==> config.mk <==
export PLATFORM = sky130hd
export DESIGN_NAME = sdram_port_arbiter_flat
export DESIGN_NICKNAME = d
export VERILOG_FILES = /design/src/rtl/sdram_arb_pkg.sv /design/src/rtl/sdram_port_arbiter_if.sv /design/src/rtl/sdram_arb_strobe_port.sv /design/src/rtl/sdram_port_arbiter.sv /design/src/flat_wrapper.sv
export SDC_FILE = /design/constraint.sdc
export NUM_CORES = 1
export LEC_CHECK = 0
export BUFFER_PORTS_ARGS = -buffer_cell sky130_fd_sc_hd__buf_2
export CAP_MARGIN = 20
export CORE_UTILIZATION = 46
export DETAILED_ROUTE_END_ITERATION = 16
export PLACE_DENSITY = 0.82
export RECOVER_POWER = 50
export SLEW_MARGIN = 10
export SYNTH_ARGS = -nofsm -noshare
export SYNTH_HDL_FRONTEND = slang
export SYNTH_SLANG_ARGS = --single-unit
==> constraint.sdc <==
create_clock -name clk -period 1.8 [get_ports clk]
set_input_delay 0.09 -clock clk [delete_from_list [all_inputs] [get_ports clk]]
set_output_delay 0.09 -clock clk [all_outputs]
set_load 0.02 [all_outputs]
==> src/rtl/sdram_arb_pkg.sv <==
// Shared types and helpers for the SDRAM port arbiter slice.
package sdram_arb_pkg;

    typedef enum logic [1:0] {OWN_NONE, OWN_A, OWN_B, OWN_R} arb_owner_t;
    typedef enum logic {ST_IDLE, ST_WAIT} arb_state_t;

    localparam int AGE_W = 8;
    localparam logic [AGE_W-1:0] AGE_MAX = '1;

    function automatic logic [1:0] lane_ds(input logic addr0);
        return addr0 ? 2'b10 : 2'b01;
    endfunction

    function automatic logic [7:0] lane_rd(input logic addr0, input logic [15:0] word);
        return addr0 ? word[15:8] : word[7:0];
    endfunction

endpackage

==> src/rtl/sdram_port_arbiter_if.sv <==
// Single-outstanding command/completion channel towards the SDRAM controller.
interface sdram_port_arbiter_if #(
    parameter int ADDR_W = 22
);
    logic              mem_req;
    logic [ADDR_W-2:0] mem_addr;
    logic              mem_we;
    logic [1:0]        mem_ds;
    logic [15:0]       mem_din;
    logic              mem_ack;
    logic [15:0]       mem_dout;

    modport master (
        output mem_req, mem_addr, mem_we, mem_ds, mem_din,
        input  mem_ack, mem_dout
    );

    modport slave (
        input  mem_req, mem_addr, mem_we, mem_ds, mem_din,
        output mem_ack, mem_dout
    );
endinterface

==> src/rtl/sdram_arb_strobe_port.sv <==
// Strobe-port capture unit: latches one 8-bit access, packs it onto the 16-bit
// word channel and returns the selected byte lane on completion.
module sdram_arb_strobe_port
    import sdram_arb_pkg::*;
#(
    parameter int ADDR_W = 22
) (
    input  logic              clk,
    input  logic              resetn,
    input  logic [ADDR_W-1:0] addr,
    input  logic              rd,
    input  logic              wr,
    input  logic [7:0]        din,
    input  logic              done,
    input  logic [15:0]       mem_dout,
    output logic              pending,
    output logic [ADDR_W-2:0] cmd_addr,
    output logic              cmd_we,
    output logic [1:0]        cmd_ds,
    output logic [15:0]       cmd_din,
    output logic [7:0]        dout,
    output logic              valid,
    output logic              busy,
    output logic              overrun
);

    logic [ADDR_W-1:0] addr_q;
    logic              we_q;
    logic [7:0]        din_q;

    always_ff @(posedge clk or negedge resetn) begin
        if (!resetn) begin
            pending <= 1'b0;
            addr_q  <= '0;
            we_q    <= 1'b0;
            din_q   <= '0;
            dout    <= '0;
            valid   <= 1'b0;
            overrun <= 1'b0;
        end else begin
            valid <= done;
            if (done) begin
                pending <= 1'b0;
                if (!we_q) dout <= lane_rd(addr_q[0], mem_dout);
            end
            // pending is still set in the ack cycle, so a strobe there is an overrun
            if (rd || wr) begin
                if (pending) begin
                    overrun <= 1'b1;
                end else begin
                    pending <= 1'b1;
                    addr_q  <= addr;
                    we_q    <= wr;
                    din_q   <= din;
                end
            end
        end
    end

    assign busy     = pending;
    assign cmd_addr = addr_q[ADDR_W-1:1];
    assign cmd_we   = we_q;
    assign cmd_ds   = lane_ds(addr_q[0]);
    assign cmd_din  = {din_q, din_q};

endmodule

==> src/rtl/sdram_port_arbiter.sv <==
// Shares one single-outstanding SDRAM request channel between two 8-bit strobe
// ports (A, B) and a 16-bit toggle-handshake port (R), with R starvation control.
module sdram_port_arbiter
    import sdram_arb_pkg::*;
#(
    parameter int ADDR_W      = 22,
    parameter int RV_MAX_WAIT = 8
) (
    input  logic                 clk,
    input  logic                 resetn,
    input  logic [ADDR_W-1:0]    a_addr,
    input  logic                 a_rd,
    input  logic                 a_wr,
    input  logic [7:0]           a_din,
    output logic [7:0]           a_dout,
    output logic                 a_valid,
    output logic                 a_busy,
    input  logic [ADDR_W-1:0]    b_addr,
    input  logic                 b_rd,
    input  logic                 b_wr,
    input  logic [7:0]           b_din,
    output logic [7:0]           b_dout,
    output logic                 b_valid,
    output logic                 b_busy,
    input  logic [ADDR_W-2:0]    rv_addr,
    input  logic                 rv_we,
    input  logic [1:0]           rv_ds,
    input  logic [15:0]          rv_din,
    input  logic                 rv_req,
    output logic                 rv_req_ack,
    output logic [15:0]          rv_dout,
    sdram_port_arbiter_if.master mem,
    output logic                 overrun
);

    localparam logic [AGE_W-1:0] AGE_LIMIT = AGE_W'(RV_MAX_WAIT);

    arb_state_t        state, state_nxt;
    arb_owner_t        owner, grant;
    logic              ack_seen, a_done, b_done;
    logic              a_pend, b_pend, a_ovr, b_ovr;
    logic [ADDR_W-2:0] a_cmd_addr, b_cmd_addr, cmd_addr;
    logic              a_cmd_we, b_cmd_we, cmd_we;
    logic [1:0]        a_cmd_ds, b_cmd_ds, cmd_ds;
    logic [15:0]       a_cmd_din, b_cmd_din, cmd_din;
    logic              rv_req_q, rv_pend, rv_first;
    logic [AGE_W-1:0]  rv_age;

    assign ack_seen = (state == ST_WAIT) && mem.mem_ack;
    assign a_done   = ack_seen && (owner == OWN_A);
    assign b_done   = ack_seen && (owner == OWN_B);
    // rv_req is registered once so R becomes visible on the same edge as a strobe capture
    assign rv_pend  = rv_req_q ^ rv_req_ack;
    assign rv_first = rv_age >= AGE_LIMIT;
    assign overrun  = a_ovr | b_ovr;

    sdram_arb_strobe_port #(.ADDR_W(ADDR_W)) u_port_a (
        .clk(clk), .resetn(resetn),
        .addr(a_addr), .rd(a_rd), .wr(a_wr), .din(a_din),
        .done(a_done), .mem_dout(mem.mem_dout),
        .pending(a_pend), .cmd_addr(a_cmd_addr), .cmd_we(a_cmd_we),
        .cmd_ds(a_cmd_ds), .cmd_din(a_cmd_din),
        .dout(a_dout), .valid(a_valid), .busy(a_busy), .overrun(a_ovr)
    );

    sdram_arb_strobe_port #(.ADDR_W(ADDR_W)) u_port_b (
        .clk(clk), .resetn(resetn),
        .addr(b_addr), .rd(b_rd), .wr(b_wr), .din(b_din),
        .done(b_done), .mem_dout(mem.mem_dout),
        .pending(b_pend), .cmd_addr(b_cmd_addr), .cmd_we(b_cmd_we),
        .cmd_ds(b_cmd_ds), .cmd_din(b_cmd_din),
        .dout(b_dout), .valid(b_valid), .busy(b_busy), .overrun(b_ovr)
    );

    always_comb begin
        state_nxt = state;
        grant     = OWN_NONE;
        unique case (state)
            ST_IDLE: begin
                if (a_pend)                  grant = OWN_A;
                else if (rv_pend && rv_first) grant = OWN_R;
                else if (b_pend)             grant = OWN_B;
                else if (rv_pend)            grant = OWN_R;
                if (grant != OWN_NONE) state_nxt = ST_WAIT;
            end
            ST_WAIT: if (mem.mem_ack) state_nxt = ST_IDLE;
            default: state_nxt = ST_IDLE;
        endcase
    end

    always_comb begin
        cmd_addr = a_cmd_addr;
        cmd_we   = a_cmd_we;
        cmd_ds   = a_cmd_ds;
        cmd_din  = a_cmd_din;
        unique case (grant)
            OWN_B: begin
                cmd_addr = b_cmd_addr;
                cmd_we   = b_cmd_we;
                cmd_ds   = b_cmd_ds;
                cmd_din  = b_cmd_din;
            end
            OWN_R: begin
                cmd_addr = rv_addr;
                cmd_we   = rv_we;
                cmd_ds   = rv_ds;
                cmd_din  = rv_din;
            end
            default: ;
        endcase
    end

    always_ff @(posedge clk or negedge resetn) begin
        if (!resetn) state <= ST_IDLE;
        else         state <= state_nxt;
    end

    always_ff @(posedge clk or negedge resetn) begin
        if (!resetn) begin
            owner        <= OWN_NONE;
            mem.mem_req  <= 1'b0;
            mem.mem_addr <= '0;
            mem.mem_we   <= 1'b0;
            mem.mem_ds   <= '0;
            mem.mem_din  <= '0;
            rv_req_q     <= 1'b0;
            rv_req_ack   <= 1'b0;
            rv_dout      <= '0;
            rv_age       <= '0;
        end else begin
            rv_req_q    <= rv_req;
            mem.mem_req <= (grant != OWN_NONE);
            if (grant != OWN_NONE) begin
                owner        <= grant;
                mem.mem_addr <= cmd_addr;
                mem.mem_we   <= cmd_we;
                mem.mem_ds   <= cmd_ds;
                mem.mem_din  <= cmd_din;
            end
            if (ack_seen) begin
                owner <= OWN_NONE;
                if (owner == OWN_R) begin
                    rv_req_ack <= rv_req_q;
                    if (!mem.mem_we) rv_dout <= mem.mem_dout;
                end
            end
            if (!rv_pend || grant == OWN_R)
                rv_age <= '0;
            else if (grant == OWN_B && rv_age != AGE_MAX)
                rv_age <= rv_age + 1'b1;
        end
    end

endmodule

==> src/flat_wrapper.sv <==
// flat-port wrapper written by rule: the top's interface ports become plain ports
module sdram_port_arbiter_flat import sdram_arb_pkg::*;
#(
    parameter int ADDR_W      = 22,
    parameter int RV_MAX_WAIT = 8
)
  (clk, resetn, a_addr, a_rd, a_wr, a_din, a_dout, a_valid, a_busy, b_addr, b_rd, b_wr, b_din, b_dout, b_valid, b_busy, rv_addr, rv_we, rv_ds, rv_din, rv_req, rv_req_ack, rv_dout, overrun, mem_mem_req, mem_mem_addr, mem_mem_we, mem_mem_ds, mem_mem_din, mem_mem_ack, mem_mem_dout);
  sdram_port_arbiter_if #(.ADDR_W(ADDR_W)) mem_i ();
  input  logic clk;
  input  logic resetn;
  input  logic [ADDR_W-1:0] a_addr;
  input  logic a_rd;
  input  logic a_wr;
  input  logic [7:0] a_din;
  output logic [7:0] a_dout;
  output logic a_valid;
  output logic a_busy;
  input  logic [ADDR_W-1:0] b_addr;
  input  logic b_rd;
  input  logic b_wr;
  input  logic [7:0] b_din;
  output logic [7:0] b_dout;
  output logic b_valid;
  output logic b_busy;
  input  logic [ADDR_W-2:0] rv_addr;
  input  logic rv_we;
  input  logic [1:0] rv_ds;
  input  logic [15:0] rv_din;
  input  logic rv_req;
  output logic rv_req_ack;
  output logic [15:0] rv_dout;
  output logic overrun;
  output wire logic [$bits(mem_i.mem_req)-1:0] mem_mem_req;
  output wire logic [$bits(mem_i.mem_addr)-1:0] mem_mem_addr;
  output wire logic [$bits(mem_i.mem_we)-1:0] mem_mem_we;
  output wire logic [$bits(mem_i.mem_ds)-1:0] mem_mem_ds;
  output wire logic [$bits(mem_i.mem_din)-1:0] mem_mem_din;
  input wire logic [$bits(mem_i.mem_ack)-1:0] mem_mem_ack;
  input wire logic [$bits(mem_i.mem_dout)-1:0] mem_mem_dout;
  assign mem_mem_req = mem_i.mem_req;
  assign mem_mem_addr = mem_i.mem_addr;
  assign mem_mem_we = mem_i.mem_we;
  assign mem_mem_ds = mem_i.mem_ds;
  assign mem_mem_din = mem_i.mem_din;
  assign mem_i.mem_ack = mem_mem_ack;
  assign mem_i.mem_dout = mem_mem_dout;
  sdram_port_arbiter #(.ADDR_W(ADDR_W), .RV_MAX_WAIT(RV_MAX_WAIT)) u_core (.clk(clk), .resetn(resetn), .a_addr(a_addr), .a_rd(a_rd), .a_wr(a_wr), .a_din(a_din), .a_dout(a_dout), .a_valid(a_valid), .a_busy(a_busy), .b_addr(b_addr), .b_rd(b_rd), .b_wr(b_wr), .b_din(b_din), .b_dout(b_dout), .b_valid(b_valid), .b_busy(b_busy), .rv_addr(rv_addr), .rv_we(rv_we), .rv_ds(rv_ds), .rv_din(rv_din), .rv_req(rv_req), .rv_req_ack(rv_req_ack), .rv_dout(rv_dout), .mem(mem_i), .overrun(overrun));
endmodule
==> results of run 1 <==
==> per-stage QoR <==
| step | hold WS, ns | setup slack, ns | total power, mW | cells | TNS [ns] |
|---|---|---|---|---|---|
| after floorplan | -0.206 | 0.0181 | 10.1 | 548 | 0 |
| after global placement | 0.0336 | 0.0826 | 12.3 | 929 | 0 |
| after detailed placement | 0.0407 | 0.0112 | 12.5 | 929 | 0 |
| after CTS | 0.000511 | -0.0319 | 16.6 | 1072 | -0.0508 |
| after global routing | 0.00446 | -0.111 | 18.1 | 1086 | -2.10 |
| final | -0.0140 | -0.125 | 17.3 | 1087 | -0.899 |
==> logic make-up after synthesis <==
kind of cell,after synthesis
flip-flops,154
AND/OR/NAND/NOR,117
buffers and inverters,41
multiplexers,111
XOR/XNOR,2
adder cells (fa/ha/maj),2
AO/OA/AOI/OAI,121
==> sequential cells by signal, indices dropped and copies added (netlist names), 2 cells and up <==
| signal | flops |
|---|---|
| u_core.rv_age | 8 |
| u_core.u_port_b.addr_q | 22 |
| u_core.mem.mem_addr | 21 |
| u_core.u_port_a.dout | 8 |
| u_core.u_port_b.din_q | 8 |
| u_core.owner | 2 |
| u_core.u_port_b.dout | 8 |
| u_core.u_port_a.din_q | 8 |
| u_core.rv_dout | 16 |
| u_core.mem.mem_ds | 2 |
| u_core.mem.mem_din | 16 |
| u_core.u_port_a.addr_q | 22 |
==> where the power goes <==
group / switching [mW] / internal [mW]
sequential: 1.18 / 5.07
combinational: 4.02 / 3.26
clock: 1.40 / 2.38
total: 6.61 / 10.7
==> worst max path at each step <==
| stage | slack, ns | cells after the start | startpoint | end |
|---|---|---|---|---|
| after floorplan | 0.02 | 5 | u_core.rv_age[3] | u_core.mem.mem_addr[15] |
| after global routing | -0.11 | 6 | u_core.rv_age[3] | u_core.mem.mem_addr[10] |
| final | -0.13 | 6 | u_core.rv_age[7] | u_core.mem.mem_addr[10] |
| after CTS | -0.03 | 6 | u_core.rv_age[6] | u_core.mem.mem_addr[17] |
| after detailed placement | 0.01 | 5 | u_core.rv_age[6] | u_core.mem.mem_addr[5] |
| after global placement | 0.08 | 5 | u_core.rv_age[6] | u_core.mem.mem_addr[4] |
==> critical path: cells and delay by family, from the launching register on <==
family / cells / cell delay (ns)
AO/OA/AOI/OAI: 2 / 0.34
buffers and inverters: 2 / 0.30
flip-flops: 1 / 0.40
multiplexers: 1 / 0.20
AND/OR/NAND/NOR: 1 / 0.56
==> cell type report <==
cell class / count / area [sq um] / area share (%)
sequential: 154 / 3850 / 38.1
antenna: 2 / 5.00 / 0.0495
multi-input combinational: 353 / 2740 / 27.1
clock buffer: 23 / 508 / 5.02
clock inverter: 7 / 113 / 1.11
timing repair buffer: 360 / 2640 / 26.1
inverter: 8 / 30.0 / 0.297
tap: 180 / 225 / 2.23
==> repair_timing <==
action | 4_1_cts | 5_1_grt
endpoints found under the setup margin | 3 | 46
pin swaps | 2 | 11
endpoints found under the hold margin | 202 | 0
buffers inserted | 3 | 13
hold buffers | 109 | 0
resized for setup | 3 | 37
cloned | 1 | 1
==> per-layer routing <==
layer | routed length, um | part of all wire (%) | track usage, %
met1 | 8440 | 38 | 35.1
met2 | 11000 | 50 | 48.7
met3 | 1700 | 7.7 | 8.74
met4 | 949 | 4.3 | 19.2
met5 | 0 | 0 | 0
==> placed cells by master, fill, tap and decap left out, types with 15 or more instances in the layout <==
master / count
o21ai_0: 15
a31oi_1: 17
mux2i_1: 29
dfrtp_1: 153
nor2_1: 52
nand2_1: 18
dlygate4sd3_1: 109
mux2_2: 79
buf_2: 202
nand3_1: 22
a21oi_1: 44
buf_4: 32
clkbuf_16: 17
==> qor.txt, run 1 <==
status = complete, but fails checks
violated checks = negative hold slack, negative setup slack
Core ar. = 13900 sq um
synthesized area per cell = 12.0 sq um
Max stage delay on crit path = 0.56 ns
worst hold path endpoint = u_core.mem.mem_addr[8]
share of cells above drive strength 1 = 44.0%
Syn Inst Count = 548
Final Cell Area = 10100 sq um
worst hold slack = -0.0140 ns
Crit. End Element = flip-flop
post-synthesis compound-gate area fraction = 11.2%
pwr/cell area = 1710 nW/um^2
fin worst setup slack = -0.125 ns
routed via count = 6159
worst endpoint required time = 2.11 ns
Clock Tree Buf Depth = 2
crit path cell chain = or4_4, o21ai_4, buf_4, buf_16, mux2i_1, o22ai_1
total grt overflow = 0
Reg clk slew, reported paths = 0.06 ns
Worst EP arrival = 2.23 ns
synthesized-area fraction occupied by adder cells = 0.381%
initial antenna violation count = 1
VDD IR max = 0.000948 V
Synthesized Nets = 674
# port buffers = 202
Synth top area share = 58.6%
HP Start = rv_addr[8]
share of synthesized registers carrying an async set or reset = 100%
Clock Sinks = 154
total wire length = 22100 um
die area = 14800 sq um
Seq/Total Area, Yosys = 58.6%
placed cell areas = 8070 sq um
Site Rows = 43
R2R cell count = 6
pins over their slew limit = 0
worst r2r dst = u_core.mem.mem_addr[10]
GPL Wtd Cong = 0.842
post-synthesis mux area share = 18.4%
Area Growth Syn to Fin = 53.9%
post-route ant nets = 0
DP HPWL = 12200 um
Mapped Area = 6570 sq um
Ys Warns = 0
fin crit period = 1.93 ns
maximum clock rate = 519 MHz
All-Layer GR Usage = 30.1%
fillers = 888
CTS tree = yes
main combinational cell family by area after synthesis = multiplexers
nets = 1020
Pre-Repair DR Iteration Count = 5
Min-Delay Path Class = input pin to flip-flop
die width = 122 um
slew margin rel. = 22.1%
most frequent cell after synthesis = dfrtp_1
synth cell count leaders = dfrtp_1, mux2_2, nor2_1, a21oi_1, mux2i_1
Hold Path Cell Cnt = 3
CP max-delay cell = or4_4
most area-consuming cells after synthesis = dfrtp_1, mux2_2, mux2i_1
Final Hold Fails = 2
Iteration-0 DRC Markers = 426
worst-path maximum fanout = 5
final core occ = 72.6%
htree depth = 4
Yosys top cell by area = dfrtp_1
Post-synth EDFFs = 0
TritonCTS Buffers = 17
max_cap viols = 0
I/O pin count = 203
synthesized-area fraction occupied by and/or/nand/nor cells = 8.38%
Fin Clk Skew = 0.0169 ns
Slew @ Worst Pin = 1.17 ns
first-pass GRT wire length = 33400 um
Die Span Y = 122 um
initial core utilization = 47.2%
DRC errors left = 0
kind of critical path = flip-flop to flip-flop
final setup fails = 24
FF+latch count, synth = 154
clk root buf = clkbuf_16
CP Launch Type = flip-flop
final period utilization = 107%
Skew-Pair Late Insertion Delay = 0.44 ns
R2R Path Start = u_core.rv_age[7]
Synth Flop Type = dfrtp_1
vias per inst = 5.67
Worst R2R Setup Slack = -0.13 ns
RSZ-0062 raised after global routing = yes
post-synth cell types = 44
Synth Area in XOR/XNOR = 0.267%
largest net degree at the start of global routing = 67
vias in the first global route = 6533
Leakage = 4.76 nW
WL per Instance = 20.4 um
Note: power is estimated with default switching activity, not from simulation.
==> run 2: changes to the inputs <==
- ABC_AREA: default -> 1
- CORE_UTILIZATION: 46 -> 47
==> run 2 against run 1 <==
Against the previous run: the run now ends clean; critical path depth grew 2; worst hold slack better by 0.029 ns; non-clock buffer count decreased by 12; routed wire length is 3.0% higher; first-iteration DRC count rose by 42%; sequential share of layout area grew 0.27 points; core utilization fell by 3.2 points; clock power decreased by 1%; combinational power fell by 3.2%; count of clock-buffer cells in the layout did not move; power decreased by 2.4%.
==> qor.txt, run 2 <==
Iteration-0 DRC Markers = 607 (+42%)
kind of critical path = flip-flop to flip-flop
Syn Inst Count = 840 (+53%)
main combinational cell family by area after synthesis = simple AND/OR/NAND/NOR gates
pins over their slew limit = 0 (unchanged)
most common cell after layout, fill and taps aside = nand2_1
Synthesized Nets = 966 (+43%)
vias per inst = 5.24 (-7.5%)
CP Launch Type = flip-flop
FF+latch count, synth = 154 (unchanged)
I/O pin count = 203 (unchanged)
Pre-Repair DR Iteration Count = 7 (+2)
pwr/cell area = 1680 nW/um^2 (-1.6%)
power consumption = 16.9 mW (-2.4%)
post-route ant nets = 0 (unchanged)
most area-consuming cells after synthesis = dfrtp_1, nand2_1, nor2_1
clock group share of total power = 22.1% (+0.2 points)
vias in the first global route = 7342 (+12%)
CP max-delay cell = dfrtp_1
die width = 124 um (+1.9%)
Mapped Area = 6970 sq um (+6.1%)
RSZ-0062 raised after global routing = no
CTS tree = yes
routed via count = 7129 (+16%)
most frequent cell after synthesis = nand2_1
dpl ws = 0.154 ns (+0.143 ns)
DRC errors left = 0 (unchanged)
Final Non-Filler Cells = 1360 (+25%)
post-synthesis mux area share = 1.29% (-17 points)
htree depth = 4 (unchanged)
# port buffers = 202 (unchanged)
Crit. End Element = flip-flop
Slew @ Worst Pin = 1.13 ns (-0.0420 ns)
WP depth = 8 (+2)
nets = 1289 (+26%)
slew margin rel. = 24.9% (+2.8 points)
Final Hold Fails = 0 (-2)
Clock Tree Buf Depth = 2 (unchanged)
worst endpoint required time = 2.11 ns (about the same)
All-Layer GR Usage = 30.9% (+0.79 points)
status = finished clean
crit path cell chain = xnor2_2, nand3_2, nand2_4, inv_2, buf_12, or2_2, nand2_1, inv_1
worst-path maximum fanout = 45 (+40)
most frequent cells in the layout = nand2_1, buf_2, dfrtp_1
Reg clk slew, reported paths = 0.06 ns (about the same)
setup_tns = 0 ns (+0.899 ns)
Leakage = 5.09 nW (+6.9%)
placed cell areas = 8290 sq um (+2.7%)
Clock Sinks = 154 (unchanged)
post-synthesis compound-gate area fraction = 5.67% (-5.5 points)
initial core utilization = 48.2% (+1.0 points)
synthesized-area fraction occupied by and/or/nand/nor cells = 31.1% (+23 points)
Switching Share = 41.7% (+3.5 points)
synthesized area per cell = 8.30 sq um (-31%)
share of synthesized registers carrying an async set or reset = 100% (unchanged)
Logic pwr share = 41.7% (-0.4 points)
fillers = 1065 (+20%)
R2R cell count = 8 (+2)
maximum clock rate = 598 MHz (+15%)
Site Rows = 44 (+2.3%)
final setup fails = 0 (-100%)
Hold Path Cell Cnt = 5 (+2)
Synth top area share = 55.3% (-3.4 points)
synthesized-area fraction occupied by adder cells = 0.359% (-0.022 points)
Yosys top cell by area = dfrtp_1
Post-synth EDFFs = 0 (unchanged)
clk root buf = clkbuf_16
max_cap viols = 0 (unchanged)
worst hold slack = 0.0152 ns (+0.0292 ns)
VDD IR max = 0.000850 V (-10%)
Ant. Diodes = 0 (-2)
Seq/Total Area, Yosys = 55.3% (-3.4 points)
total grt overflow = 0 (unchanged)
sequential power share = 36.2% (about the same)
final core occ = 69.3% (-3.2 points)
post-synth cell types = 31 (-30%)
Area Growth Syn to Fin = 44.0%
total wire length = 22800 um (+3.0%)
fin crit period = 1.67 ns (-0.254 ns)
fin worst setup slack = 0.128 ns (+0.254 ns)
crit path buf inv count = 3 (+1)
Max stage delay on crit path = 0.44 ns (-0.12 ns)
Die Span Y = 124 um (+1.9%)
synth cell count leaders = nand2_1, dfrtp_1, nor2_1, inv_1, nand3_1
cell family with most CP delay = simple AND/OR/NAND/NOR gates
Power Internal = 9.86 mW (-7.9%)
Min-Delay Path Class = input pin to flip-flop
Skew-Pair Late Insertion Delay = 0.42 ns (-0.02 ns)
GPL Wtd Cong = 0.844 (+0.24%)
largest registers = u_core.u_port_a.addr_q: 22 flops, u_core.u_port_b.addr_q: 22 flops, u_core.mem.mem_addr: 21 flops
net switching power = 7.05 mW (+6.6%)
first-pass GRT wire length = 35200 um (+5.5%)
Fin Clk Skew = 0.00883 ns (-0.00805 ns)
DP HPWL = 12700 um (+3.7%)
share of cells above drive strength 1 = 21.5% (-22 points)
largest net degree at the start of global routing = 46 (-31%)
TritonCTS Buffers = 17 (unchanged)
Worst EP arrival = 1.98 ns (-0.25 ns)
die area = 15300 sq um (+3.8%)
Ys Warns = 0 (unchanged)
number of placed instances, taps included = 1208 (+30%)
Core ar. = 14500 sq um (+3.9%)
final period utilization = 92.9% (-14 points)
Synth Area in XOR/XNOR = 0.484% (+0.22 points)
Final Cell Area = 10000 sq um (-0.74%)
Synth Flop Type = dfrtp_1
initial antenna violation count = 0 (-1)
WL per Instance = 16.8 um (-18%)
## run 2: cell count changes after synthesis, sizes merged, moves of 15 or more
| cell | change |
|---|---|
| or2 | +21 |
| mux2 | -71 |
| nand4 | +28 |
| a21oi | -26 |
| o22ai | -15 |
| a31oi | -17 |
| mux2i | -32 |
| inv | +45 |
| nand2 | +330 |
## run 2: routing by layer
metal / vias up / routed length [um] / track usage, %
met2: 373 / 11600 / 54.0
met4: 0 / 795 / 15.5
met1: 3376 / 8870 / 34.8
met5: - / 0 / 0
li1: 3295 / - / -
met3: 85 / 1560 / 8.01
## run 2: tightest hold or removal path: stages
cell and delay (ns):
buf_2 0.09, nand2_1 0.05, nand3_1 0.07, nand2_1 0.05, inv_1 0.05
## run 2: cell families (layout without fill, tap and decap cells)
logic type      after synthesis  after routing
xor+xnor                      3              3
mux                           8              8
flops                       154            154
simple gates                505            505
buf+inv                      97            433
compound gates               71             71
fa+ha+maj                     2              2
## run 2: timing repair
item                                    in CTS  in global routing
gates resized for setup                      0                  1
hold endpoints to repair                   239                  0
endpoints found under the setup margin       0                  3
hold buffers                               119                  0
setup buffers                                0                  1
## run 2: cell type report
class	count	area, sq um	share of cell area, %
clock buffer	23	478	4.76
sequential	154	3850	38.4
clock inverter	9	136	1.36
inverter	53	199	1.98
tap	184	230	2.29
timing repair buffer	348	2420	24.1
multi-input combinational	589	2720	27.1
## run 2: worst paths after layout
kind	slack (ns)	to	start
worst min register to register	0.45	u_core.u_port_b.overrun	u_core.u_port_b.overrun
worst max-delay path	0.13	u_core.mem.mem_addr[15]	u_core.rv_req_ack
worst max register to register	0.13	u_core.mem.mem_addr[15]	u_core.rv_req_ack
max in group asynchronous	0.34	u_core.u_port_b.dout[0]	resetn
worst min-delay path	0.02	u_core.mem.mem_addr[11]	rv_addr[11]
min in group asynchronous	0.43	u_core.mem.mem_addr[8]	resetn
## run 2: power by group through the flow
stage / logic [mW] / registers, mW / clock network [mW]
floorplan: 3.57 / 6.90 / 0
global placement: 6.59 / 6.00 / 0
detailed placement: 6.79 / 6.04 / 0
CTS: 7.03 / 6.01 / 3.77
global route: 7.80 / 6.28 / 3.94
finish: 7.06 / 6.11 / 3.74
